--- config.mk ---
export PLATFORM = sky130hd
export DESIGN_NAME = imem_fetch_responder_flat
export DESIGN_NICKNAME = d
export VERILOG_FILES = /design/src/rtl/imem_fetch_responder_if.sv /design/src/rtl/imem_fetch_responder.sv /design/src/flat_wrapper.sv
export SDC_FILE = /design/constraint.sdc
export NUM_CORES = 2
export LEC_CHECK = 0
export CAP_MARGIN = 20
export CELL_PAD_IN_SITES_DETAIL_PLACEMENT = 0
export CELL_PAD_IN_SITES_GLOBAL_PLACEMENT = 2
export CORE_UTILIZATION = 35
export CTS_BUF_LIST = sky130_fd_sc_hd__clkbuf_8
export DETAILED_ROUTE_END_ITERATION = 12
export DONT_BUFFER_PORTS = 1
export PLACE_DENSITY = 0.61
export SLEW_MARGIN = 20
export SYNTH_ARGS = -nofsm -noshare
export SYNTH_HDL_FRONTEND = slang
export SYNTH_SLANG_ARGS = --single-unit
export TNS_END_PERCENT = 1
--- constraint.sdc ---
create_clock -name clk -period 6 [get_ports clk]
set_clock_uncertainty 0.05 [all_clocks]
set_input_delay 0.6 -clock clk [delete_from_list [all_inputs] [get_ports clk]]
set_output_delay 0.6 -clock clk [all_outputs]
set_load 0.02 [all_outputs]
--- src/rtl/imem_fetch_responder_if.sv ---
// Instruction-fetch / program-load bus between the core IF stage (master)
// and the instruction memory responder (slave).
interface imem_fetch_responder_if #(
  parameter int DATA_W = 16,
  parameter int ADDR_W = 8
);
  // program-load write port
  logic              ld_valid;
  logic [ADDR_W-1:0] ld_addr;
  logic [DATA_W-1:0] ld_data;
  // fetch request channel
  logic              req_valid;
  logic              req_ready;
  logic [ADDR_W-1:0] req_addr;
  // fetch response channel
  logic              rsp_valid;
  logic              rsp_ready;
  logic [DATA_W-1:0] rsp_data;
  logic              rsp_err;

  modport master (
    output ld_valid, ld_addr, ld_data,
    output req_valid, req_addr, rsp_ready,
    input  req_ready, rsp_valid, rsp_data, rsp_err
  );

  modport slave (
    input  ld_valid, ld_addr, ld_data,
    input  req_valid, req_addr, rsp_ready,
    output req_ready, rsp_valid, rsp_data, rsp_err
  );
endinterface

--- src/rtl/imem_fetch_responder.sv ---
// Instruction memory responder: accepts word-address fetches, performs a
// registered read, and returns results in order through a 2-entry queue.
// Also hosts the program-load write port, which wins over fetches.
module imem_fetch_responder #(
  parameter int DATA_W = 16,
  parameter int ADDR_W = 8,
  parameter int DEPTH  = 256,
  parameter int CNT_W  = 16
) (
  input  logic                     clk,
  input  logic                     rst_n,
  imem_fetch_responder_if.slave    bus,
  output logic                     busy,
  output logic [CNT_W-1:0]         fetch_cnt
);

  localparam int IDX_W = (DEPTH > 1) ? $clog2(DEPTH) : 1;
  localparam logic [ADDR_W:0] DEPTH_L = (ADDR_W+1)'(DEPTH);

  // storage array and read stage
  logic [DATA_W-1:0] mem [DEPTH];
  logic [DATA_W-1:0] rd_data_reg;
  logic              pending_reg;
  logic              err_reg;

  // response queue
  logic [DATA_W-1:0] q_data_reg [2];
  logic              q_err_reg  [2];
  logic [1:0]        count_reg;
  logic [1:0]        count_next;
  logic              wr_ptr_reg;
  logic              rd_ptr_reg;
  logic [CNT_W-1:0]  fetch_cnt_reg;

  logic              ld_in_range;
  logic              req_in_range;
  logic [IDX_W-1:0]  ld_idx;
  logic [IDX_W-1:0]  req_idx;
  logic              fire;
  logic              push;
  logic              pop;
  logic [2:0]        credit;
  logic [DATA_W-1:0] push_data;

  assign ld_in_range  = {1'b0, bus.ld_addr}  < DEPTH_L;
  assign req_in_range = {1'b0, bus.req_addr} < DEPTH_L;
  assign ld_idx       = bus.ld_addr[IDX_W-1:0];
  assign req_idx      = bus.req_addr[IDX_W-1:0];

  // Handshake and credit: slots already used or promised to the read in
  // flight, minus the one being freed this cycle, must leave room.
  always_comb begin
    pop           = (count_reg != 2'd0) && bus.rsp_ready;
    push          = pending_reg;
    credit        = {1'b0, count_reg} + {2'b00, pending_reg} - {2'b00, pop};
    bus.req_ready = !bus.ld_valid && (credit < 3'd2);
    fire          = bus.req_valid && bus.req_ready;
    push_data     = err_reg ? '0 : rd_data_reg;
    count_next    = count_reg + {1'b0, push} - {1'b0, pop};
  end

  // Memory write and registered read; the array is never reset so a loaded
  // program survives rst_n. Out-of-range reads leave rd_data untouched.
  always_ff @(posedge clk) begin
    if (bus.ld_valid && ld_in_range) begin
      mem[ld_idx] <= bus.ld_data;
    end
    if (fire && req_in_range) begin
      rd_data_reg <= mem[req_idx];
    end
  end

  // Read-in-flight flag and its error tag; reset drops the in-flight read.
  always_ff @(posedge clk or negedge rst_n) begin
    if (!rst_n) begin
      pending_reg <= 1'b0;
      err_reg     <= 1'b0;
    end else begin
      pending_reg <= fire;
      if (fire) begin
        err_reg <= !req_in_range;
      end
    end
  end

  // Queue storage: the read result lands in the slot under the write pointer.
  always_ff @(posedge clk or negedge rst_n) begin
    if (!rst_n) begin
      for (int i = 0; i < 2; i++) begin
        q_data_reg[i] <= '0;
        q_err_reg[i]  <= 1'b0;
      end
    end else if (push) begin
      q_data_reg[wr_ptr_reg] <= push_data;
      q_err_reg[wr_ptr_reg]  <= err_reg;
    end
  end

  // Queue pointers, occupancy and accepted-fetch counter.
  always_ff @(posedge clk or negedge rst_n) begin
    if (!rst_n) begin
      count_reg     <= 2'd0;
      wr_ptr_reg    <= 1'b0;
      rd_ptr_reg    <= 1'b0;
      fetch_cnt_reg <= '0;
    end else begin
      count_reg <= count_next;
      if (push) begin
        wr_ptr_reg <= !wr_ptr_reg;
      end
      if (pop) begin
        rd_ptr_reg <= !rd_ptr_reg;
      end
      if (fire) begin
        fetch_cnt_reg <= fetch_cnt_reg + CNT_W'(1);
      end
    end
  end

  assign bus.rsp_valid = (count_reg != 2'd0);
  assign bus.rsp_data  = q_data_reg[rd_ptr_reg];
  assign bus.rsp_err   = q_err_reg[rd_ptr_reg];
  assign busy          = pending_reg || (count_reg != 2'd0);
  assign fetch_cnt     = fetch_cnt_reg;

endmodule

--- src/flat_wrapper.sv ---
// flat-port wrapper written by rule: the top's interface ports become plain ports
module imem_fetch_responder_flat 
#(
  parameter int DATA_W = 16,
  parameter int ADDR_W = 8,
  parameter int DEPTH  = 256,
  parameter int CNT_W  = 16
)
  (clk, rst_n, busy, fetch_cnt, bus_ld_valid, bus_ld_addr, bus_ld_data, bus_req_valid, bus_req_addr, bus_rsp_ready, bus_req_ready, bus_rsp_valid, bus_rsp_data, bus_rsp_err);
  imem_fetch_responder_if #(.DATA_W(DATA_W), .ADDR_W(ADDR_W)) bus_i ();
  input  logic clk;
  input  logic rst_n;
  output logic busy;
  output logic [CNT_W-1:0] fetch_cnt;
  input wire logic [$bits(bus_i.ld_valid)-1:0] bus_ld_valid;
  input wire logic [$bits(bus_i.ld_addr)-1:0] bus_ld_addr;
  input wire logic [$bits(bus_i.ld_data)-1:0] bus_ld_data;
  input wire logic [$bits(bus_i.req_valid)-1:0] bus_req_valid;
  input wire logic [$bits(bus_i.req_addr)-1:0] bus_req_addr;
  input wire logic [$bits(bus_i.rsp_ready)-1:0] bus_rsp_ready;
  output wire logic [$bits(bus_i.req_ready)-1:0] bus_req_ready;
  output wire logic [$bits(bus_i.rsp_valid)-1:0] bus_rsp_valid;
  output wire logic [$bits(bus_i.rsp_data)-1:0] bus_rsp_data;
  output wire logic [$bits(bus_i.rsp_err)-1:0] bus_rsp_err;
  assign bus_i.ld_valid = bus_ld_valid;
  assign bus_i.ld_addr = bus_ld_addr;
  assign bus_i.ld_data = bus_ld_data;
  assign bus_i.req_valid = bus_req_valid;
  assign bus_i.req_addr = bus_req_addr;
  assign bus_i.rsp_ready = bus_rsp_ready;
  assign bus_req_ready = bus_i.req_ready;
  assign bus_rsp_valid = bus_i.rsp_valid;
  assign bus_rsp_data = bus_i.rsp_data;
  assign bus_rsp_err = bus_i.rsp_err;
  imem_fetch_responder #(.DATA_W(DATA_W), .ADDR_W(ADDR_W), .DEPTH(DEPTH), .CNT_W(CNT_W)) u_core (.clk(clk), .rst_n(rst_n), .bus(bus_i), .busy(busy), .fetch_cnt(fetch_cnt));
endmodule
==> metrics.md <==
| Metric | Value |
|---|---|
| Status | `completed` |
| Largest net degree at the start of global routing | `257` |
| Hold Path Origin | `bus_ld_valid` |
| Clk pin slew, worst setup/hold paths | `0.06 ns` |
| Post_cts resized | `0` |
| Crit. Startpoint | `bus_req_addr[0]` |
| CTS Sinks | `4167` |
| I/O pins | `73` |
| # setup viols final | `0` |
| Worst Setup Start Kind | `input pin` |
| Setup TNS | `0 ns` |
| Final Cycle Share | `91.91%` |
| Netlist cell types | `80` |
| Synth Area in Compound Gates | `2.970%` |
| Max-cap violations | `0` |
| Syn Area/Cell | `21.38 sq um` |
| Maximum VDD drop | `0.0002405 V` |
| Final Max Tran Viols | `0` |
| Post-Syn Nets | `7663` |
| Multiplexer share of the synthesized area | `15.83%` |
| Slew margin rel. | `17.63%` |
| H-Tree Depth | `6` |
| Reg2reg start | `u_core.count_reg[0]` |
| Site Rows | `250` |
| RSZ-0062 raised after global routing | `no` |
| Layout cell share with drive strength beyond 1 | `28.86%` |
| Port buffer count | `0` |
| Flops & latches, synth | `4167` |
| Via density | `5.426` |
| Die Width | `684.4 um` |
| HPWL Detailed | `260600 um` |
| Max FFs per register | `4096` |
| Setup crit end kind | `register` |
| Register area | `0.1249 sq mm` |
| DRC Markers | `0` |
| Most common cell after layout, fill and taps aside | `edfxtp_1` |
| Global-route wire length before repair | `658100 um` |
| Synth Cell Area | `0.1630 sq mm` |
| Wire per inst | `31.41 um` |
| Pleak | `0.05914 uW` |
| Nets | `8411` |
| Core area | `0.4636 sq mm` |
| Slack of the worst reg-to-reg path | `1.36 ns` |
| Dpl cell area | `0.1720 sq mm` |
| EDFF count, synth | `4112` |
| Gr ovfl total | `0` |
| Number of global-route vias before repair | `83140` |
| CP required | `7.05 ns` |
| Routability congestion estimate | `0.7999` |
| Fillcell total | `41230` |
| Asr flop ratio synth | `1.320%` |
| Data arrival, critical path | `6.57 ns` |
| Reg2reg end | `u_core.fetch_cnt[13]` |
| Cts bufs inserted | `677` |
| Multi-input logic area | `0.03540 sq mm` |
| Pre-antenna DRT Iters | `6` |
| Ys flop type | `edfxtp_1` |
| Seq/Total Area, Yosys | `76.61%` |
| Post-route ant nets | `0` |
| Critical Path Fanout Max | `91` |
| Die H | `684.4 um` |
| R2R depth | `15` |
| Worst Hold Path EP | `u_core.mem[250][10]` |
| Slew of the pin with the lowest slew margin | `1.235 ns` |
| Design area | `0.1859 sq mm` |
| P_int | `44870 uW` |
| Min Tclk post-route | `5.515 ns` |
| CTS tree | `done` |
| Largest family of logic cells by synthesized area | `multiplexers` |
| Power share of the clock group | `38.6%` |
| Setup bufs post-CTS | `0` |
| Most frequent cells in the layout | `edfxtp_1, mux4_2, clkbuf_8` |
| Via count | `81800` |
| Area growth from synthesis to layout | `14.04%` |
| Clk_lat worst skew | `1.27 ns` |
| Highest clock rate | `181.3 MHz` |
| Clock root buffer | `clkbuf_8` |
| Max clock buf depth | `4` |
| Power Density | `316.1 mW/mm^2` |
| Initial drt markers | `9018` |
| Part of the power in registers | `55.2%` |
| Simple-Gate Fraction of Synth Area | `2.364%` |
| Initial Util | `35.15%` |
| # hold bufs at CTS | `54` |
| Initial antenna violation count | `40` |
| Adder-Cell Fraction of Synth Area | `0.03532%` |
| Sw Pwr | `13870 uW` |
| Synth Area in XOR/XNOR | `0.09674%` |
| Full die area | `0.4683 sq mm` |
| Final WL | `473600 um` |
| Total GRT Usage | `19.74%` |
| Final hold viol count | `0` |
| Sw Share | `23.61%` |
| YS warnings | `0` |
| Min-Delay Path Depth | `3` |
| Post-Synthesis Cells | `7622` |
| Logic pwr share | `6.2%` |
| Crit Path Class | `input pin to register` |
| Hold Crit Class | `input pin to register` |
==> synth_stat cells (18+ instances only) <==
cell | count | area share [%]
nor2b_1 | 18 | 0.069
buf_4 | 51 | 0.23
o21ai_0 | 55 | 0.17
a31oi_1 | 20 | 0.077
nand4_1 | 26 | 0.10
buf_1 | 24 | 0.055
nor4_1 | 24 | 0.092
nand2_1 | 214 | 0.49
a211oi_1 | 33 | 0.15
buf_6 | 64 | 0.44
clkbuf_1 | 144 | 0.33
o22a_1 | 28 | 0.15
a21oi_1 | 91 | 0.28
mux4_1 | 24 | 0.39
a221oi_1 | 57 | 0.31
nor3_1 | 66 | 0.20
mux4_2 | 851 | 12
mux2i_1 | 394 | 2.4
edfxtp_1 | 4112 | 76
mux2_2 | 182 | 1.3
buf_8 | 35 | 0.32
o221ai_1 | 100 | 0.54
dfrtp_1 | 55 | 0.84
buf_12 | 20 | 0.25
nor2_1 | 343 | 0.79
nand3_1 | 82 | 0.25
o22ai_1 | 113 | 0.43
a22oi_1 | 78 | 0.36
buf_2 | 105 | 0.32
==> power by group through the flow <==
| stage | clock (uW) | combinational (uW) | sequential (uW) |
|---|---|---|---|
| after floorplan | 0 | 2100 | 32900 |
| after global placement | 0 | 3000 | 33000 |
| after detailed placement | 0 | 3010 | 33000 |
| after CTS | 23200 | 3620 | 32400 |
| after global routing | 24400 | 3840 | 32400 |
| final | 22700 | 3640 | 32400 |
==> layer usage <==
metal / share of wire (%) / global-route usage, %
met3: 6.9 / 3.396
met5: 0.011 / 0
met2: 47 / 31.40
met4: 2.4 / 4.847
met1: 44 / 28.28
==> area by class of cell <==
class / count / area share, %
Sequential cell: 4167 / 67.18
Antenna cell: 24 / 0.03231
Inverter: 9 / 0.02558
Tap cell: 6174 / 4.156
Clock inverter: 494 / 1.377
Clock buffer: 693 / 5.132
Timing Repair Buffer: 527 / 3.054
Multi-Input combinational cell: 2988 / 19.04
==> cell families (layout without fill, tap and decap cells) <==
group	count (synthesis)	after routing
flops	4167	4167
mux	1451	1451
simple gates	851	851
compound gates	664	664
buf+inv	467	1723
xor+xnor	18	18
fa+ha+maj	4	4
other cells	0	24
==> critical path: stages <==
cell,delay (ns)
buf_16,0.46
buf_16,0.38
buf_16,0.52
buf_16,0.36
buf_16,0.40
buf_16,0.47
mux2i_1,0.16
o221ai_1,0.26
o22ai_1,0.13
o21ai_0,0.84
o21ai_0,0.45
nor4_2,0.88
and3_1,0.26
==> metrics by stage <==
step	setup WS [ns]	total power [uW]	hold slack [ns]	utilization (%)	instances
final	0.4853	58740	0.08828	40.09	15080
after detailed placement	-0.5523	36040	0.2559	37.09	13780
after global placement	-0.9632	36010	0.2560	37.00	13760
after floorplan	1.610	35000	0.2544	-	7622
after CTS	0.7276	59280	0.008402	39.89	15020
after global routing	0.3909	60640	-0.005785	40.08	15060
==> how the worst max path moves through the flow <==
stage / depth (start not counted) / slack (ns) / to
after CTS: 12 / 0.73 / u_core.rd_data_reg[4]
after global routing: 13 / 0.39 / u_core.rd_data_reg[4]
after floorplan: 13 / 1.61 / u_core.fetch_cnt[13]
after global placement: 10 / -0.96 / u_core.rd_data_reg[9]
final: 13 / 0.49 / u_core.rd_data_reg[4]
after detailed placement: 12 / -0.55 / u_core.rd_data_reg[4]
No activity file was read; power rests on OpenSTA's default activity.
